File: src/rtl/sync_fifo.sv
// sync_fifo: synchronous FIFO with a registered head output and full/empty flags
module sync_fifo #(
  parameter int DATA_W = 1,
  parameter int DEPTH  = 8
) (
  input  logic              clk,
  input  logic              rst,
  input  logic              push,
  input  logic              pop,
  input  logic [DATA_W-1:0] din,
  output logic [DATA_W-1:0] dout,
  output logic              full,
  output logic              empty
);
  localparam int PW = DEPTH > 1 ? $clog2(DEPTH) : 1;
  localparam int CW = $clog2(DEPTH) + 1;
  logic [DATA_W-1:0] mem [DEPTH];
  logic [PW-1:0] rptr, wptr, rptr_n, wptr_n;
  logic [CW-1:0] cnt, cnt_n;
  logic [DATA_W-1:0] head_n;
  logic do_push, do_pop;
  assign full    = cnt == CW'(DEPTH);
  assign empty   = cnt == '0;
  assign do_push = push & ~full;
  assign do_pop  = pop & ~empty;
  // Next-state pointers and count; the head is forwarded from din when the pushed slot becomes the head.
  always_comb begin
    rptr_n = do_pop ? (rptr == PW'(DEPTH - 1) ? '0 : rptr + 1'b1) : rptr;
    wptr_n = do_push ? (wptr == PW'(DEPTH - 1) ? '0 : wptr + 1'b1) : wptr;
    cnt_n  = cnt + CW'(do_push) - CW'(do_pop);
    head_n = cnt_n == '0 ? '0 : (do_push && rptr_n == wptr) ? din : mem[rptr_n];
  end
  // Pointer, count and registered head update.
  always_ff @(posedge clk) begin
    if (rst) begin
      rptr <= '0;
      wptr <= '0;
      cnt  <= '0;
      dout <= '0;
    end else begin
      rptr <= rptr_n;
      wptr <= wptr_n;
      cnt  <= cnt_n;
      dout <= head_n;
    end
  end
  // Storage write; contents need no reset since the count gates visibility.
  always_ff @(posedge clk) begin
    if (do_push) mem[wptr] <= din;
  end
endmodule

File: src/rtl/dsp_aw_channel.sv
// dsp_aw_channel: steers AW to the decoded slave and queues slave IDs to route W bursts
module dsp_aw_channel #(
  parameter int SLV_AMT         = 2,
  parameter int ADDR_WIDTH      = 32,
  parameter int SLV_ID_W        = $clog2(SLV_AMT),
  parameter int SLV_ID_MSB_IDX  = 30,
  parameter int SLV_ID_LSB_IDX  = 30,
  parameter int OUTSTANDING_AMT = 8
) (
  input  logic                           ACLK_i,
  input  logic                           ARESET_i,
  input  logic [ADDR_WIDTH-1:0]          m_AWADDR_i,
  input  logic                           m_AWVALID_i,
  output logic                           m_AWREADY_o,
  output logic [ADDR_WIDTH*SLV_AMT-1:0]  sa_AWADDR_o,
  output logic [SLV_AMT-1:0]             sa_AWVALID_o,
  input  logic [SLV_AMT-1:0]             sa_AWREADY_i,
  input  logic                           m_WVALID_i,
  input  logic                           m_WLAST_i,
  input  logic                           m_WREADY_i,
  output logic [SLV_ID_W-1:0]            dsp_WDATA_slv_id_o,
  output logic                           dsp_WDATA_disable_o
);
  localparam int FW = SLV_ID_MSB_IDX - SLV_ID_LSB_IDX + 1;
  logic [FW-1:0] field;
  logic [SLV_AMT-1:0] sel;
  logic full, empty, push, pop;
  // Decode the slave ID; an out-of-range ID shifts the one-hot select to zero, stalling the AW.
  always_comb begin
    field        = m_AWADDR_i[SLV_ID_MSB_IDX:SLV_ID_LSB_IDX];
    sel          = SLV_AMT'(1) << field;
    sa_AWADDR_o  = {SLV_AMT{m_AWADDR_i}};
    sa_AWVALID_o = {SLV_AMT{m_AWVALID_i & ~full}} & sel;
    m_AWREADY_o  = |(sa_AWREADY_i & sel) & ~full;
    push         = m_AWVALID_i & m_AWREADY_o;
    pop          = m_WVALID_i & m_WREADY_i & m_WLAST_i;
  end
  assign dsp_WDATA_disable_o = empty;
  sync_fifo #(.DATA_W(SLV_ID_W), .DEPTH(OUTSTANDING_AMT)) u_id_fifo (
    .clk   (ACLK_i),
    .rst   (ARESET_i),
    .push  (push),
    .pop   (pop),
    .din   (SLV_ID_W'(field)),
    .dout  (dsp_WDATA_slv_id_o),
    .full  (full),
    .empty (empty)
  );
endmodule

File: config.mk
export PLATFORM = sky130hd
export DESIGN_NAME = dsp_aw_channel
export DESIGN_NICKNAME = d
export VERILOG_FILES = /design/src/rtl/sync_fifo.sv /design/src/rtl/dsp_aw_channel.sv
export SDC_FILE = /design/constraint.sdc
export NUM_CORES = 1
export LEC_CHECK = 0
export CORE_MARGIN = 1
export CORE_UTILIZATION = 33
export DETAILED_ROUTE_END_ITERATION = 7
export PLACE_DENSITY = 0.76
export SETUP_SLACK_MARGIN = 0.1
export SLEW_MARGIN = 20
export SYNTH_ARGS = -nofsm -noshare
export SYNTH_HDL_FRONTEND = slang
export SYNTH_SLANG_ARGS = --single-unit
File: constraint.sdc
create_clock -name ACLK_i -period 2.6 [get_ports ACLK_i]
set_input_delay 0.52 -clock ACLK_i [delete_from_list [all_inputs] [get_ports ACLK_i]]
set_output_delay 0.52 -clock ACLK_i [all_outputs]
set_load 0.02 [all_outputs]
# ---- Word-level counts from Yosys, hierarchy flattened
# Memories as Yosys holds them, arrays and structs flattened. A register that Yosys moved wholly into a read port is not among the register bits.
# Index checks and enable logic that the tools add are counted.
dict set report totals {
  input_bits 40
  memories 1
  elab_cells 32
  ff_bits 10
  latch_bits 0
  ram_bits 8
  romBits 0
  output_inout_bits 69
}
# memory words word_bits read_ports rd_ports_with_merged_regs wr line_no
set memory_table {}
lappend memory_table {u_id_fifo.mem 8 1 1 1 1 sync_fifo.sv:17} ;# logic [DATA_W-1:0] mem [DEPTH];
dict set report classes {
  n_div 0
  n_mul 0
  n_mux 5
  magnitude_cmp 0
  n_bitwise 11
  addsub 4
  reduce_logical 4
  shifts 1
  n_eq_ne 3
}
# operator n
set ops {}
lappend ops {{two-way mux 3 bit} 3}
lappend ops {{zero test 4 bit} 2}
lappend ops {{bitwise AND 1 bit} 7}
lappend ops {{adder 3 x 1 -> 3 bit, second input constant} 2}
lappend ops {{equality test 3 bit, second input constant} 2}
lappend ops {{adder 4 x 1 -> 4 bit} 1}
lappend ops {{bitwise AND 2 bit} 2}
lappend ops {{equality test 4 bit, second input constant} 1}
lappend ops {{OR reduction 2 bit} 2}
lappend ops {{subtractor 4 x 1 -> 4 bit} 1}
lappend ops {{two-way mux 1 bit} 2}
lappend ops {{NOT 1 bit} 2}
lappend ops {{left shift 1 x 1 -> 2 bit, first input constant} 1}

# ---- Logic depth before layout (Yosys ltp)
dict set report logic_depth {
  word_depth 10
  depth_mapped 16
  mapped_depth_nobuf 16
}

# ---- Modules after synthesis
# From an unflattened synthesis, not the netlist that was laid out.
dict set report unflattened {
  cells_unflattened 172
  hier_area_um2 1575.3
}
# mod area_per_inst_um2 seq_area_each_um2 cells_each n_inst
set modules_own_cells {}
lappend modules_own_cells {sync_fifo 1053.5 460.4 100 1}
lappend modules_own_cells {dsp_aw_channel 521.8 0.0 72 1}

# ---- Worst setup path after synthesis
# No wires, ideal clock.
dict set report synth_path {
  path_kind {reg-to-reg}
  from {register u_id_fifo.cnt[2]}
  to {register u_id_fifo.dout (read register of u_id_fifo.mem)}
  slack_ns 0.014
  n_path_buf 0
  setup_time_ns 0.124
  period_less_slack_ns 2.586
  t_required_ns 2.476
  t_arrival_ns 2.463
  path_stages_with_launch 17
  cell_sequence {dfxtp_1 -> inv_1 -> ha_1 -> or3b_4 -> nand2_2 -> inv_2 -> ha_1 -> inv_1 -> ha_1 -> inv_1 -> fa_1 -> xor2_1 -> nor2_1 -> nor3_1 -> o21ai_0 -> o21ai_0 -> a21oi_1}
}
dict set report synth_between {
  elab_chain_len 9
  word_cells_on_any_way 13
  classes_between {add/sub (2); eq/ne (1); mux (1); bitwise (6); reduce/logical (3)}
}
# element line_no
set synth_rtl {}
lappend synth_rtl {{start: declaration} sync_fifo.sv:19} ;# logic [CW-1:0] cnt, cnt_n;
lappend synth_rtl {{start signal: assignment} sync_fifo.sv:43} ;# cnt <= cnt_n;
lappend synth_rtl {{equality test 4 bit} sync_fifo.sv:22} ;# assign full = cnt == CW'(DEPTH);
lappend synth_rtl {{NOT 1 bit} {sync_fifo.sv:24, dsp_aw_channel.sv:34}}
lappend synth_rtl {{bitwise AND 1 bit} dsp_aw_channel.sv:34} ;# m_AWREADY_o = |(sa_AWREADY_i & sel) & ~full;
lappend synth_rtl {{bitwise AND 1 bit} dsp_aw_channel.sv:35} ;# push = m_AWVALID_i & m_AWREADY_o;
lappend synth_rtl {{bitwise AND 1 bit} sync_fifo.sv:24} ;# assign do_push = push & ~full;
lappend synth_rtl {{adder 4 x 1 -> 4 bit} sync_fifo.sv:30} ;# cnt_n = cnt + CW'(do_push) - CW'(do_pop);
lappend synth_rtl {{subtractor 4 x 1 -> 4 bit} sync_fifo.sv:30}
lappend synth_rtl {{zero test 4 bit} sync_fifo.sv:31} ;# head_n = cnt_n == '0 ? '0 : (do_push && rptr_n == wptr) ? din : mem[rptr_n];
lappend synth_rtl {{OR reduction 2 bit (no line)} -}
lappend synth_rtl {{end: declaration} sync_fifo.sv:11} ;# output logic [DATA_W-1:0] dout,
# Several ways; a longest one is shown, not always the timed one.
# A chain may end at the register's enable or synchronous reset.

# ---- Worst setup path after layout
# Ends and elaborated chain as after synthesis.

==> metrics <==
top cells by area, synth=buf_4 28%, edfxtp_1 14%, dfxtp_1 13%; CTS Hold Buffers Added=0; Overflow after GRT=0; CTS Buf Count=3; post-route ant nets=0; Initial Util=35.0%; Horiz. Die Dim=73.7 um; highest fanout seen on the critical path=3; die area=0.00544 sq mm; CTS tree=yes; final worst setup slack=0.116 ns; PD cells=672 mW/mm^2; syn nets=253; post-synth top area share=28.3%; Min Hold Slack=0.573 ns; fmax=403 MHz; clock slew at reported path FFs=0.08 ns; fin area=0.00166 sq mm; clk sink count=19; Tcrit/Tclk final=95.5%; Synth Area per Inst=8.41 sq um; post-placement cell count=227; Arrival @ worst endpoint=2.64 ns; number of global-route vias before repair=1058; DRC=0; final core occ=34.2%; Longest Clk Path Bufs=2; Slew Viols, Final=0; Tmin final=2.48 ns; LEAKAGE=0.666 nW; Setup TNS=0 ns; Worst setup EP type=register; hold depth=2; Yosys reg bits=19; Max-cap violations=0; hpwl dp=2.19 mm; Cell variety after synth=39; RSZ-0062 raised after global routing=yes; Final Instance Count excl. Fillers=234; filler instances=510; first-pass GRT wire length=4.75 mm; # diodes=0; worst reg2reg path depth=15; Total GRT Usage=11.7%; sequential fraction of the synthesis area=27.1%; WP data required=2.75 ns; peak supply drop=0.212 mV; Hold Vio Cnt, Final=0; root buf cell=clkbuf_8; Placed Area=0.00155 sq mm; max_slew headroom=69.4%; via count=1069; CP Class=reg2reg; Slew @ Worst Pin=0.457 ns; GPL Wtd Cong=0.804; I/O pin total=109; Synth warnings=0; clock skew=0.00343 ns; Mapped Area=0.00170 sq mm; Mapped Cells=202; share of layout cells above drive strength 1=25.1%; worst hold path type=reg2reg; CTS H-tree lvls=1; final WL=2.85 mm; nets=219; clock latency at the later pin of the worst-skew pair=0.27 ns; routed wire length per instance=12.2 um; final-report setup violation count=0; Port-buffer cells=15; largest area contributor in the netlist=buf_4; Die Ht=73.7 um; status=finished clean; Synth-to-Final Area Change=-2.43%; Iter 0 DRT Violations=98; Via density=4.57; core outline area=0.00485 sq mm; drt first pass iters=4; post-place setup slack=-0.257 ns; largest net degree at the start of global routing=16; CP Launch Type=register; FP Rows=25; Power Total=1.11 mW; initial antenna violation count=0
[Yosys cell counts]
| library cell | number |
|---|---|
| mux2_2 | 5 |
| nand2b_1 | 4 |
| xor2_1 | 1 |
| ha_1 | 10 |
| buf_4 | 64 |
| a21oi_1 | 7 |
| o211ai_2 | 1 |
| or3b_4 | 1 |
| nand2_2 | 1 |
| or4_4 | 1 |
| buf_2 | 1 |
| nor3_1 | 6 |
| or3b_2 | 1 |
| mux2i_1 | 1 |
| edfxtp_1 | 8 |
| a21boi_0 | 1 |
| dfxtp_1 | 11 |
| nor2_1 | 11 |
| and3_1 | 3 |
| nand3_1 | 6 |
| fa_1 | 1 |
| and2_1 | 2 |
| clkbuf_1 | 3 |
| inv_1 | 12 |
| nand3b_1 | 1 |
| o21ai_0 | 10 |
| nor4_1 | 1 |
| o32ai_1 | 1 |
| a22oi_1 | 1 |
| a211oi_1 | 1 |
| or3_1 | 1 |
| o211ai_1 | 2 |
| xnor2_1 | 2 |
| a31oi_1 | 3 |
| inv_2 | 2 |
| o22ai_1 | 2 |
| a21o_1 | 1 |
| nand2_1 | 9 |
| nor2b_1 | 3 |
[placed cells by master (no fill, tap or decap), types with 2 or more instances in the layout]
cell type / synthesis / layout
and3_1: 3 / 2
and2_1: 2 / 2
xnor2_1: 2 / 2
o211ai_1: 2 / 2
ha_4: 0 / 3
dlymetal6s2s_1: 0 / 5
dfxtp_2: 0 / 2
nand3_1: 6 / 6
nor2b_1: 3 / 3
edfxtp_1: 8 / 8
buf_4: 64 / 14
clkbuf_8: 0 / 3
o21ai_0: 10 / 8
a21oi_1: 7 / 7
mux2_2: 5 / 5
dfxtp_1: 11 / 9
nor3_1: 6 / 6
nand2b_1: 4 / 4
o21ai_1: 0 / 2
clkdlybuf4s50_1: 0 / 8
nand2_1: 9 / 9
a31oi_1: 3 / 3
ha_1: 10 / 7
dlygate4sd2_1: 0 / 2
nor2_1: 11 / 10
o22ai_1: 2 / 2
inv_2: 2 / 5
inv_1: 12 / 8
[worst max-delay path, cell delays in order (launching register included)]
cell	delay, ns
dfxtp_2	0.32
inv_2	0.07
ha_4	0.12
or3b_4	0.39
nand2_4	0.08
inv_4	0.04
ha_4	0.20
inv_2	0.06
ha_4	0.12
inv_2	0.03
fa_2	0.52
nor2_2	0.04
nor3_1	0.16
o21ai_1	0.08
o21ai_1	0.09
a21oi_1	0.05
[where the power goes]
part / switching (mW) / internal, mW / total (mW)
Combinational: 0.257 / 0.267 / 0.524
Clock: 0.111 / 0.108 / 0.220
Sequential: 0.0244 / 0.346 / 0.370
[routing by layer]
layer / global-route usage (%) / share of wire (%) / vias up
li1: - / - / 550
met1: 14.0 / 46 / 505
met2: 18.5 / 47 / 9
met3: 4.80 / 5.0 / 5
met4: 4.91 / 1.3 / 0
met5: 0 / 0 / -
[path summary, 6_finish.rpt]
check | slack, ns | end | from
hold / removal | 0.57 | u_id_fifo.wptr[1]$_SDFFE_PP0P_ | u_id_fifo.wptr[1]$_SDFFE_PP0P_
hold reg to reg | 0.57 | u_id_fifo.wptr[1]$_SDFFE_PP0P_ | u_id_fifo.wptr[1]$_SDFFE_PP0P_
setup / recovery | 0.12 | u_id_fifo.dout$_SDFF_PP0_ | u_id_fifo.cnt[2]$_SDFF_PP0_
setup reg to reg | 0.12 | u_id_fifo.dout$_SDFF_PP0_ | u_id_fifo.cnt[2]$_SDFF_PP0_
[area by class of cell]
cell class | count | area [sq um] | area share [%]
timing repair buffer | 29 | 265 | 16.0
sequential | 19 | 463 | 27.9
tap | 67 | 83.8 | 5.06
clock inverter | 1 | 7.51 | 0.453
clock buffer | 3 | 41.3 | 2.49
inverter | 14 | 55.1 | 3.32
multi-input combinational | 101 | 741 | 44.7
[timing repair]
item / CTS / global route
setup endpoints to repair: 3 / 3
cloned: 0 / 0
pin swaps: 2 / 3
resized for setup: 3 / 11
buffers inserted: 1 / 2
[state kept, by name, indices dropped and copies added, names as in the netlist]
name / flops
u_id_fifo.cnt: 4
u_id_fifo.dout: 1
u_id_fifo.mem: 8
u_id_fifo.wptr: 3
u_id_fifo.rptr: 3
[cells by family (layout without fill, tap and decap cells)]
group                    count (synthesis)  after routing  synth area share (%)
AO/OA/AOI/OAI                           30             30                  10.8
XOR/XNOR                                 3              3                  1.55
adder cells (fa/ha/maj)                 11             11                  8.55
buffers and inverters                   82             47                  32.4
flip-flops                              19             19                  27.1
multiplexers                             6              6                  3.91
AND/OR/NAND/NOR                         51             51                  15.8
Power figures use the tool's default switching activity.
